`config.mk`:
```
export PLATFORM = sky130hd
export DESIGN_NAME = u8_ccc_ce_gen
export DESIGN_NICKNAME = d
export VERILOG_FILES = /design/src/rtl/u8_ccc_pkg.sv /design/src/rtl/u8_ccc_phase_acc.sv /design/src/rtl/u8_ccc_ce_gen.sv
export SDC_FILE = /design/constraint.sdc
export NUM_CORES = 1
export LEC_CHECK = 0
export BUFFER_PORTS_ARGS = -buffer_cell sky130_fd_sc_hd__buf_2
export CORE_ASPECT_RATIO = 0.7
export CORE_MARGIN = 3
export CORE_UTILIZATION = 37
export DETAILED_ROUTE_END_ITERATION = 7
export GPL_ROUTABILITY_DRIVEN = 1
export PLACE_DENSITY = 0.53
export SLEW_MARGIN = 10
export SYNTH_ARGS = -nofsm -noshare
export SYNTH_HDL_FRONTEND = slang
export SYNTH_SLANG_ARGS = --single-unit
```
`constraint.sdc`:
```
create_clock -name CLK0 -period 7.75 [get_ports CLK0]
set_clock_uncertainty 0.1 [all_clocks]
set_input_delay 0.3875 -clock CLK0 [delete_from_list [all_inputs] [get_ports CLK0]]
set_output_delay 0.3875 -clock CLK0 [all_outputs]
set_load 0.05 [all_outputs]
```
`src/rtl/u8_ccc_pkg.sv`:
```
// Shared types and constants for the u8_ccc clock-enable generator.
// The optional U8_CCC_LOSS_CNT_EN build uses LOSS_CNT_W for its loss counter width.
package u8_ccc_pkg;

  typedef enum logic [1:0] {
    WAIT_LOCK = 2'd0,
    SETTLE    = 2'd1,
    RUN       = 2'd2
  } ccc_state_t;

  localparam int unsigned LOSS_CNT_W = 8;

  // Cycles from the first LOCKED-high cycle (counted as 1) to the first CE, inclusive.
  function automatic int unsigned first_ce_latency(input int unsigned acc_w,
                                                   input longint unsigned inc);
    longint unsigned span;
    span = 64'd1 << acc_w;
    if (inc == 0) return 0;
    return 32'(((span + inc - 64'd1) / inc) + 64'd1);
  endfunction

endpackage

```
`src/rtl/u8_ccc_phase_acc.sv`:
```
// One channel of the clock-enable generator: phase accumulator, registered
// carry output and the logic that swaps in a pending increment at a wrap.
module u8_ccc_phase_acc
  import u8_ccc_pkg::*;
#(
  parameter int unsigned        ACC_W   = 24,
  parameter logic [ACC_W-1:0]   INC_RST = '0
) (
  input  logic             clk,
  input  logic             rst_n,
  input  logic             run,
  input  logic             lock_ok,
  input  logic             pend_hit,
  input  logic [ACC_W-1:0] pend_inc,
  output logic             apply,
  output logic             ce,
  output logic [ACC_W-1:0] inc
);

  logic [ACC_W-1:0] acc;
  logic [ACC_W:0]   sum;
  logic             carry;

  // The carry still counts on the lock-loss cycle so a pending apply completes,
  // while the CE itself is suppressed by lock_ok.
  always_comb begin
    sum   = {1'b0, acc} + {1'b0, inc};
    carry = run & sum[ACC_W];
    apply = pend_hit & (~run | (inc == '0) | carry);
  end

  always_ff @(posedge clk) begin
    if (!rst_n) begin
      acc <= '0;
      ce  <= 1'b0;
      inc <= INC_RST;
    end else begin
      if (run && lock_ok) begin
        acc <= sum[ACC_W-1:0];
        ce  <= carry;
      end else begin
        acc <= '0;
        ce  <= 1'b0;
      end
      if (apply) inc <= pend_inc;
    end
  end

endmodule

```
`src/rtl/u8_ccc_ce_gen.sv`:
```
// Multi-channel fractional clock-enable generator gated by a settle-qualified PLL lock.
// Defining U8_CCC_LOSS_CNT_EN adds the LOSS_CNT / LOSS_STICKY lock-loss monitors.
module u8_ccc_ce_gen
  import u8_ccc_pkg::*;
#(
  parameter int unsigned      NUM_CH     = 4,
  parameter int unsigned      ACC_W      = 24,
  parameter int unsigned      SETTLE_CYC = 1024,
  parameter logic [ACC_W-1:0] INC_RST    = '0,
  localparam int unsigned     CH_W       = (NUM_CH > 1) ? $clog2(NUM_CH) : 1
) (
  input  logic                    CLK0,
  input  logic                    RESET_N,
  input  logic                    PLL_LOCK,
  input  logic                    CFG_VALID,
  output logic                    CFG_READY,
  input  logic [CH_W-1:0]         CFG_CH,
  input  logic [ACC_W-1:0]        CFG_INC,
  output logic [NUM_CH-1:0]       CE,
  output logic                    LOCKED,
  output logic [NUM_CH*ACC_W-1:0] CH_INC_RD
`ifdef U8_CCC_LOSS_CNT_EN
  ,
  output logic [LOSS_CNT_W-1:0]   LOSS_CNT,
  output logic                    LOSS_STICKY
`endif
);

  localparam int unsigned      CNT_W       = $clog2(SETTLE_CYC);
  localparam logic [CNT_W-1:0] SETTLE_LAST = CNT_W'(SETTLE_CYC - 1);

  ccc_state_t       state;
  logic [CNT_W-1:0] settle_cnt;
  logic             lock_meta;
  logic             lock_s;
  logic             run;

  logic             pend_valid;
  logic             pend_oob;
  logic [CH_W-1:0]  pend_ch;
  logic [ACC_W-1:0] pend_inc;
  logic [NUM_CH-1:0] apply;
  logic [ACC_W-1:0] inc_q [NUM_CH];

  always_ff @(posedge CLK0) begin
    if (!RESET_N) begin
      lock_meta <= 1'b0;
      lock_s    <= 1'b0;
    end else begin
      lock_meta <= PLL_LOCK;
      lock_s    <= lock_meta;
    end
  end

  // LOCKED is loaded with the next-state decode so it lines up with state==RUN.
  always_ff @(posedge CLK0) begin
    if (!RESET_N) begin
      state      <= WAIT_LOCK;
      settle_cnt <= '0;
      LOCKED     <= 1'b0;
    end else begin
      unique case (state)
        WAIT_LOCK: begin
          if (lock_s) begin
            state      <= SETTLE;
            settle_cnt <= '0;
          end
        end
        SETTLE: begin
          if (!lock_s) begin
            state <= WAIT_LOCK;
          end else if (settle_cnt == SETTLE_LAST) begin
            state  <= RUN;
            LOCKED <= 1'b1;
          end else begin
            settle_cnt <= settle_cnt + CNT_W'(1);
          end
        end
        RUN: begin
          if (!lock_s) begin
            state  <= WAIT_LOCK;
            LOCKED <= 1'b0;
          end
        end
        default: begin
          state  <= WAIT_LOCK;
          LOCKED <= 1'b0;
        end
      endcase
    end
  end

  assign run = (state == RUN);

  if (NUM_CH < (1 << CH_W)) begin : g_oob
    assign pend_oob = (32'(pend_ch) >= NUM_CH);
  end else begin : g_no_oob
    assign pend_oob = 1'b0;
  end

  always_ff @(posedge CLK0) begin
    if (!RESET_N) begin
      pend_valid <= 1'b0;
      pend_ch    <= '0;
      pend_inc   <= '0;
    end else if (pend_valid) begin
      if (pend_oob || (apply != '0)) pend_valid <= 1'b0;
    end else if (CFG_VALID) begin
      pend_valid <= 1'b1;
      pend_ch    <= CFG_CH;
      pend_inc   <= CFG_INC;
    end
  end

  assign CFG_READY = ~pend_valid;

  for (genvar i = 0; i < NUM_CH; i++) begin : g_ch
    u8_ccc_phase_acc #(
      .ACC_W   (ACC_W),
      .INC_RST (INC_RST)
    ) u_acc (
      .clk      (CLK0),
      .rst_n    (RESET_N),
      .run      (run),
      .lock_ok  (lock_s),
      .pend_hit (pend_valid && (pend_ch == CH_W'(i))),
      .pend_inc (pend_inc),
      .apply    (apply[i]),
      .ce       (CE[i]),
      .inc      (inc_q[i])
    );
    assign CH_INC_RD[i*ACC_W +: ACC_W] = inc_q[i];
  end

`ifdef U8_CCC_LOSS_CNT_EN
  always_ff @(posedge CLK0) begin
    if (!RESET_N) begin
      LOSS_CNT    <= '0;
      LOSS_STICKY <= 1'b0;
    end else if (run && !lock_s) begin
      LOSS_STICKY <= 1'b1;
      if (LOSS_CNT != '1) LOSS_CNT <= LOSS_CNT + LOSS_CNT_W'(1);
    end
  end
`endif

endmodule

```
; ---- After elaboration in Yosys (flattened, before gate mapping)
; Cells that the tools add are included.
[totals]
ff_bits = 238
latchBits = 0
ramBits = 0
romBits = 0
output_inout_bits = 102
n_memories = 0
[classes]
add_sub_neg = 5
n_mul = 0
div_mod_pow = 0
n_lt_le_gt_ge = 0
n_eq_ne = 12
n_shift = 0
n_mux = 16
n_bitwise = 19
reduce_logical = 18
[op_table]
columns = op, n
row1 = adder 24 x 24 -> 25 bit, 4
row2 = logical NOT 24 bit, 4
row3 = 2-to-1 mux 10 bit, 3
row4 = case mux 10 bit (2 select lines), 1
row5 = "adder 10 x 1 -> 10 bit, second input constant", 1
row6 = "== test 10 bit, second input constant", 1
row7 = "inequality test 2 bit, second input constant", 5
row8 = bitwise AND 1 bit, 8
row9 = 2-to-1 mux 2 bit, 4
row10 = bitwise OR 1 bit, 8
row11 = AND reduction 4 bit, 2
row12 = "== test 2 bit, second input constant", 3
row13 = 2-to-1 mux 1 bit, 6
row14 = case mux 2 bit (3 select lines), 1
row15 = logical AND 1 bit, 5
row16 = "== test 2 x 1 -> 1 bit, second input constant", 2
row17 = logical NOT 2 bit, 2
row18 = AND reduction 2 bit, 2
row19 = nonzero test 4 bit, 1
row20 = "inequality test 3 bit, second input constant", 1
row21 = inverter 1 bit, 3
row22 = case mux 1 bit (3 select lines), 1
row23 = AND reduction 3 bit, 1
row24 = nonzero test 2 bit, 1

; ---- Logic depth before layout (Yosys ltp)
[logic_depth]
word_depth = 8
depth_mapped = 13
ltp_nobuf = 11

; ---- Cells and area by module
; A second synthesis with hierarchy kept.
[unflattened]
cells_unflattened = 1590
hier_area_um2 = 13623.1
[by_module_without_submodules]
columns = mod, n_inst, cells_each, area_per_inst_um2, seq_area_each_um2
row1 = u8_ccc_phase_acc at g_ch[0].u_acc ..., 2, 350, 3006.6, 980.9
row2 = u8_ccc_phase_acc at g_ch[3].u_acc, 1, 344, 3037.9, 980.9
row3 = u8_ccc_phase_acc at g_ch[2].u_acc, 1, 348, 2931.6, 980.9
row4 = u8_ccc_ce_gen, 1, 198, 1640.3, 840.8

; ---- Worst setup path after synthesis
; Ideal clock, no wire load.
[synth_timing]
path_type = reg2reg
startpoint = reg g_ch[3].u_acc.inc[0]
endpoint = reg pend_valid
setup_ns = 0.069
arrival_time_ns = 3.177
required_ns = 7.581
slack_ns = 4.404
stages_incl_launch_ff = 13
period_less_slack_ns = 3.346
cell_sequence = dfxtp_1 -> ha_1 -> fa_1 -> a211oi_2 -> o21bai_1 -> a2111oi_4 -> o211ai_1 -> nand2_1 -> o2111ai_1 -> o2111a_1 -> clkbuf_2 -> or3_1 -> o21ai_1
[synth_via]
elab_chain_cells = 7
elab_cells_between_ends = 9
[synth_rtl]
columns = item, line
row1 = "start, declared", u8_ccc_phase_acc.sv:17  ; output logic [ACC_W-1:0] inc
row2 = "start signal, assigned", u8_ccc_phase_acc.sv:45  ; if (apply) inc <= pend_inc;
row3 = adder 24 x 24 -> 25 bit / logical NOT 24 bit (equally long branches), "u8_ccc_phase_acc.sv:27, u8_ccc_phase_acc.sv:29"
row4 = bitwise AND 1 bit / bitwise OR 1 bit (equally long branches), "u8_ccc_phase_acc.sv:28, u8_ccc_phase_acc.sv:29"
row5 = bitwise OR 1 bit *, u8_ccc_phase_acc.sv:29  ; apply = pend_hit & (~run | (inc == '0) | carry);
row6 = bitwise AND 1 bit *, u8_ccc_phase_acc.sv:29
row7 = nonzero test 4 bit *, u8_ccc_ce_gen.sv:107  ; if (pend_oob || (apply != '0)) pend_valid <= 1'b0;
row8 = 2-to-1 mux 1 bit *, u8_ccc_ce_gen.sv:107
row9 = 2-to-1 mux 1 bit *, u8_ccc_ce_gen.sv:106  ; end else if (pend_valid) begin
row10 = "end signal, assigned", u8_ccc_ce_gen.sv:103  ; pend_valid <= 1'b0;
row11 = "end signal, assigned", u8_ccc_ce_gen.sv:107
row12 = "end signal, assigned", u8_ccc_ce_gen.sv:109  ; pend_valid <= 1'b1;
row13 = "end, declared", u8_ccc_ce_gen.sv:38  ; logic pend_valid;
; Every way passes the cells marked *; elsewhere a longest branch is shown, timed or not.
; A chain may end at the register's enable or synchronous reset.

; ---- Final worst setup path
[layout_timing]
startpoint = reg g_ch[0].u_acc.inc[0]
endpoint = reg g_ch[0].u_acc.inc[0]
[layout_via]
elab_chain_cells = 4
elab_cells_between_ends = 6
[layout_rtl]
columns = item, line
row1 = "start, declared", u8_ccc_phase_acc.sv:17
row2 = "start signal, assigned", u8_ccc_phase_acc.sv:45
row3 = adder 24 x 24 -> 25 bit / logical NOT 24 bit (equally long branches), "u8_ccc_phase_acc.sv:27, u8_ccc_phase_acc.sv:29"
row4 = bitwise AND 1 bit / bitwise OR 1 bit (equally long branches), "u8_ccc_phase_acc.sv:28, u8_ccc_phase_acc.sv:29"
row5 = bitwise OR 1 bit *, u8_ccc_phase_acc.sv:29
row6 = bitwise AND 1 bit *, u8_ccc_phase_acc.sv:29
; Marked as above.

==> flow_summary.json <==
{
  "path_cells": "ha_1 -> fa_1 -> a211oi_1 -> nor2_1 -> o41ai_2 -> a21oi_1 -> a41oi_2 -> o21ai_1 -> o21ai_4 -> mux2i_1 -> nor2b_1",
  "syn_to_final_growth_pct": 15.2,
  "synth_cells": 1351,
  "synth-simple-area-share": 0.201,
  "timing.hold.ws_ns": 0.0181,
  "status": "finished clean",
  "synthFlopType": "dfxtp_1",
  "grt.met2_usage": 0.291,
  "r2r_cells": 11,
  "grtUsageMet1": 0.290,
  "dr.pass1.iters": 5,
  "drv_slew": 0,
  "rows": 55,
  "ys_ff_latch": 238,
  "netlist_area_um2": 12500,
  "max_freq_ghz": 0.266,
  "die-area_um2": 36000,
  "maxSlewHeadroom": 0.229,
  "min_to": "pend_inc[10]",
  "worstPathMaxFanout": 25,
  "synthMuxAreaShare": 0.0785,
  "htree_levels": 1,
  "grt_pass1_vias": 9455,
  "worst_path_max_delay_cell": "o21ai_4",
  "synth.most_common_cell": "dfxtp_1",
  "io_pins": 132,
  "ctsResizeCount": 0,
  "syn-mean-instance-area_um2": 9.25,
  "initialDrtViolationCount": 698,
  "fillers": 3220,
  "synth_top_area_cell": "dfxtp_1",
  "nets": 1606,
  "cts_buffers": 26,
  "port_buffers": 131,
  "synthAdderAreaFrac": 0.104,
  "clock_latency_ns": 0.54,
  "drv_cap": 0,
  "die_w_um": 226,
  "power_density_nw_per_um2": 183,
  "worstSetupStartpointType": "flop",
  "drc": 0,
  "ant_nets": 0,
  "fin_crit_sh": 0.484,
  "grt_pass1_wl_um": 55400,
  "cts_buffer_depth": 3,
  "viasPerCell": 5.29,
  "cts_root_buffer": "clkbuf_16",
  "irDropWorstVdd_mv": 0.142,
  "fin_util": 0.439,
  "crit_path_max_incr_delay_ns": 0.83,
  "synth_common_cells": "dfxtp_1 (238), nor2_1 (112), nor2b_1 (105)",
  "hold_start": "CFG_INC[10]",
  "finalSetupViolCount": 0,
  "cts_setup_buffers": 0,
  "synth_top_family_by_area": "simple AND/OR/NAND/NOR gates",
  "cts_tree": "done",
  "hold_viol_final": 0,
  "layout-drive-gt1-share": 0.135,
  "antenna_found_initial": 0,
  "grt-busiest-layer": "met2",
  "gp_congestion": 0.828,
  "clkSlewWorstSetupHoldPaths_ns": 0.06,
  "grt_start_max_net_pins": 134,
  "ys_types": 75,
  "start_util": 0.381,
  "synth_xor_area_frac": 0.0512,
  "clock_sinks": 238,
  "wl_per_cell_um": 18.7,
  "hold_depth": 3,
  "cp.arrival_ns": 4.09,
  "routed_wl_um": 35900,
  "yosysTopAreaCellShare": 0.381,
  "yosysSeqAreaShare": 0.381,
  "period_needed_ns": 3.75,
  "synth_edf_count": 0,
  "dp_hpwl_um": 26100,
  "setup.worst_path.class": "flop to flop",
  "antenna_cells": 0,
  "hold_path_class": "input pin to flop",
  "yosysWarnings": 0,
  "crit_path_end_kind": "flop",
  "timing.rr.start": "g_ch[0].u_acc.inc[0]",
  "overflow": 0,
  "tightestPinTransition_ns": 1.16,
  "synth.area.top_cells": "dfxtp_1 (38%), ha_1 (9.7%), mux2i_1 (7.9%), nor2b_1 (5.3%), nor2_1 (3.4%)",
  "power_leakage_nw": 6.28,
  "synth_fp_nets": 1482,
  "synth_compound_area_frac": 0.158,
  "async_flop_share": 0,
  "core_area_um2": 32800,
  "tns_ns": 0,
  "required_ns": 8.08,
  "route.vias.total": 10156,
  "track_usage": 0.194,
  "gr-usage-met3": 0.0323,
  "grt_setup_unrepaired": "false",
  "die_h_um": 160,
  "reg2reg_to": "g_ch[0].u_acc.inc[0]",
  "r2r_slack_ns": 4.00
}
[report_power, final]
part | switching [mW] | leakage, nW | internal [mW]
registers | 0.0383 | 1.92 | 1.24
clock network | 0.520 | 0.404 | 0.689
logic | 0.0853 | 3.96 | 0.0549
total | 0.644 | 6.28 | 1.98
[layer usage]
| layer | vias up | wire length [µm] |
|---|---|---|
| met5 | - | 0 |
| met1 | 4815 | 18600 |
| li1 | 5083 | - |
| met4 | 0 | 786 |
| met2 | 211 | 14900 |
| met3 | 47 | 1580 |
[metrics by stage]
stage	total power, mW	cells	setup slack, ns	instance area, µm²
3_3_place_gp	1.44	1866	4.12	13500
5_1_grt	2.73	1920	3.69	14400
3_5_place_dp	1.44	1866	4.00	13500
2_1_floorplan	1.39	1351	4.40	12500
6_report	2.63	1920	4.00	14400
4_1_cts	2.66	1920	3.98	14400
[cell families after synthesis]
group           Yosys count
xor+xnor                 73
fa+ha+maj               101
mux                      98
flops                   238
buf+inv                  67
compound gates          287
simple gates            487
[area by class of cell]
class                           count  area (µm²)  area share
Sequential cell                   238        4760       0.331
Inverter                           19        71.3     0.00495
Clock inverter                     11        86.3     0.00600
Timing Repair Buffer              144         776      0.0539
Multi-Input combinational cell   1046        7440       0.517
Tap cell                          427         534      0.0371
Clock buffer                       35         726      0.0504
[placed cells by master (no fill, tap or decap), types with 36 or more instances in the layout]
cell type,instances
a21o_1,40
a21oi_1,64
buf_2,130
dfxtp_1,238
ha_1,97
mux2i_1,98
nand2_1,101
nor2_1,111
nor2b_1,104
o21ai_0,44
xnor2_1,36
xor2_1,37
[critical path, delay by kind of cell, from the launching register on]
kind,cells,cell delay (ns)
AO/OA/AOI/OAI,6,2.08
adder cells (fa/ha/maj),2,0.68
flip-flops,1,0.34
multiplexers,1,0.28
AND/OR/NAND/NOR,2,0.17
[state kept, by name, summed over array words and instances (netlist names), 2 cells and up]
| name | count |
|---|---|
| g_ch.u_acc.ce | 4 |
| pend_inc | 24 |
| g_ch.u_acc.acc | 96 |
| settle_cnt | 10 |
| g_ch.u_acc.inc | 96 |
| state | 2 |
| pend_ch | 2 |
[how the worst max path moves through the flow]
stage | startpoint | end | cells past startpoint
floorplan | g_ch[3].u_acc.inc[0] | pend_valid | 12
global placement | g_ch[0].u_acc.inc[0] | g_ch[0].u_acc.inc[3] | 11
detailed placement | g_ch[0].u_acc.inc[0] | g_ch[0].u_acc.inc[0] | 11
CTS | g_ch[0].u_acc.inc[0] | g_ch[0].u_acc.inc[0] | 11
global route | g_ch[0].u_acc.inc[0] | g_ch[0].u_acc.inc[8] | 11
finish | g_ch[0].u_acc.inc[0] | g_ch[0].u_acc.inc[0] | 11
[timing repair]
action / in CTS / in global routing
hold buffers: 8 / 0
hold endpoints to repair: 8 / 0
endpoints found under the setup margin: 0 / 0
Power figures use the tool's default switching activity.
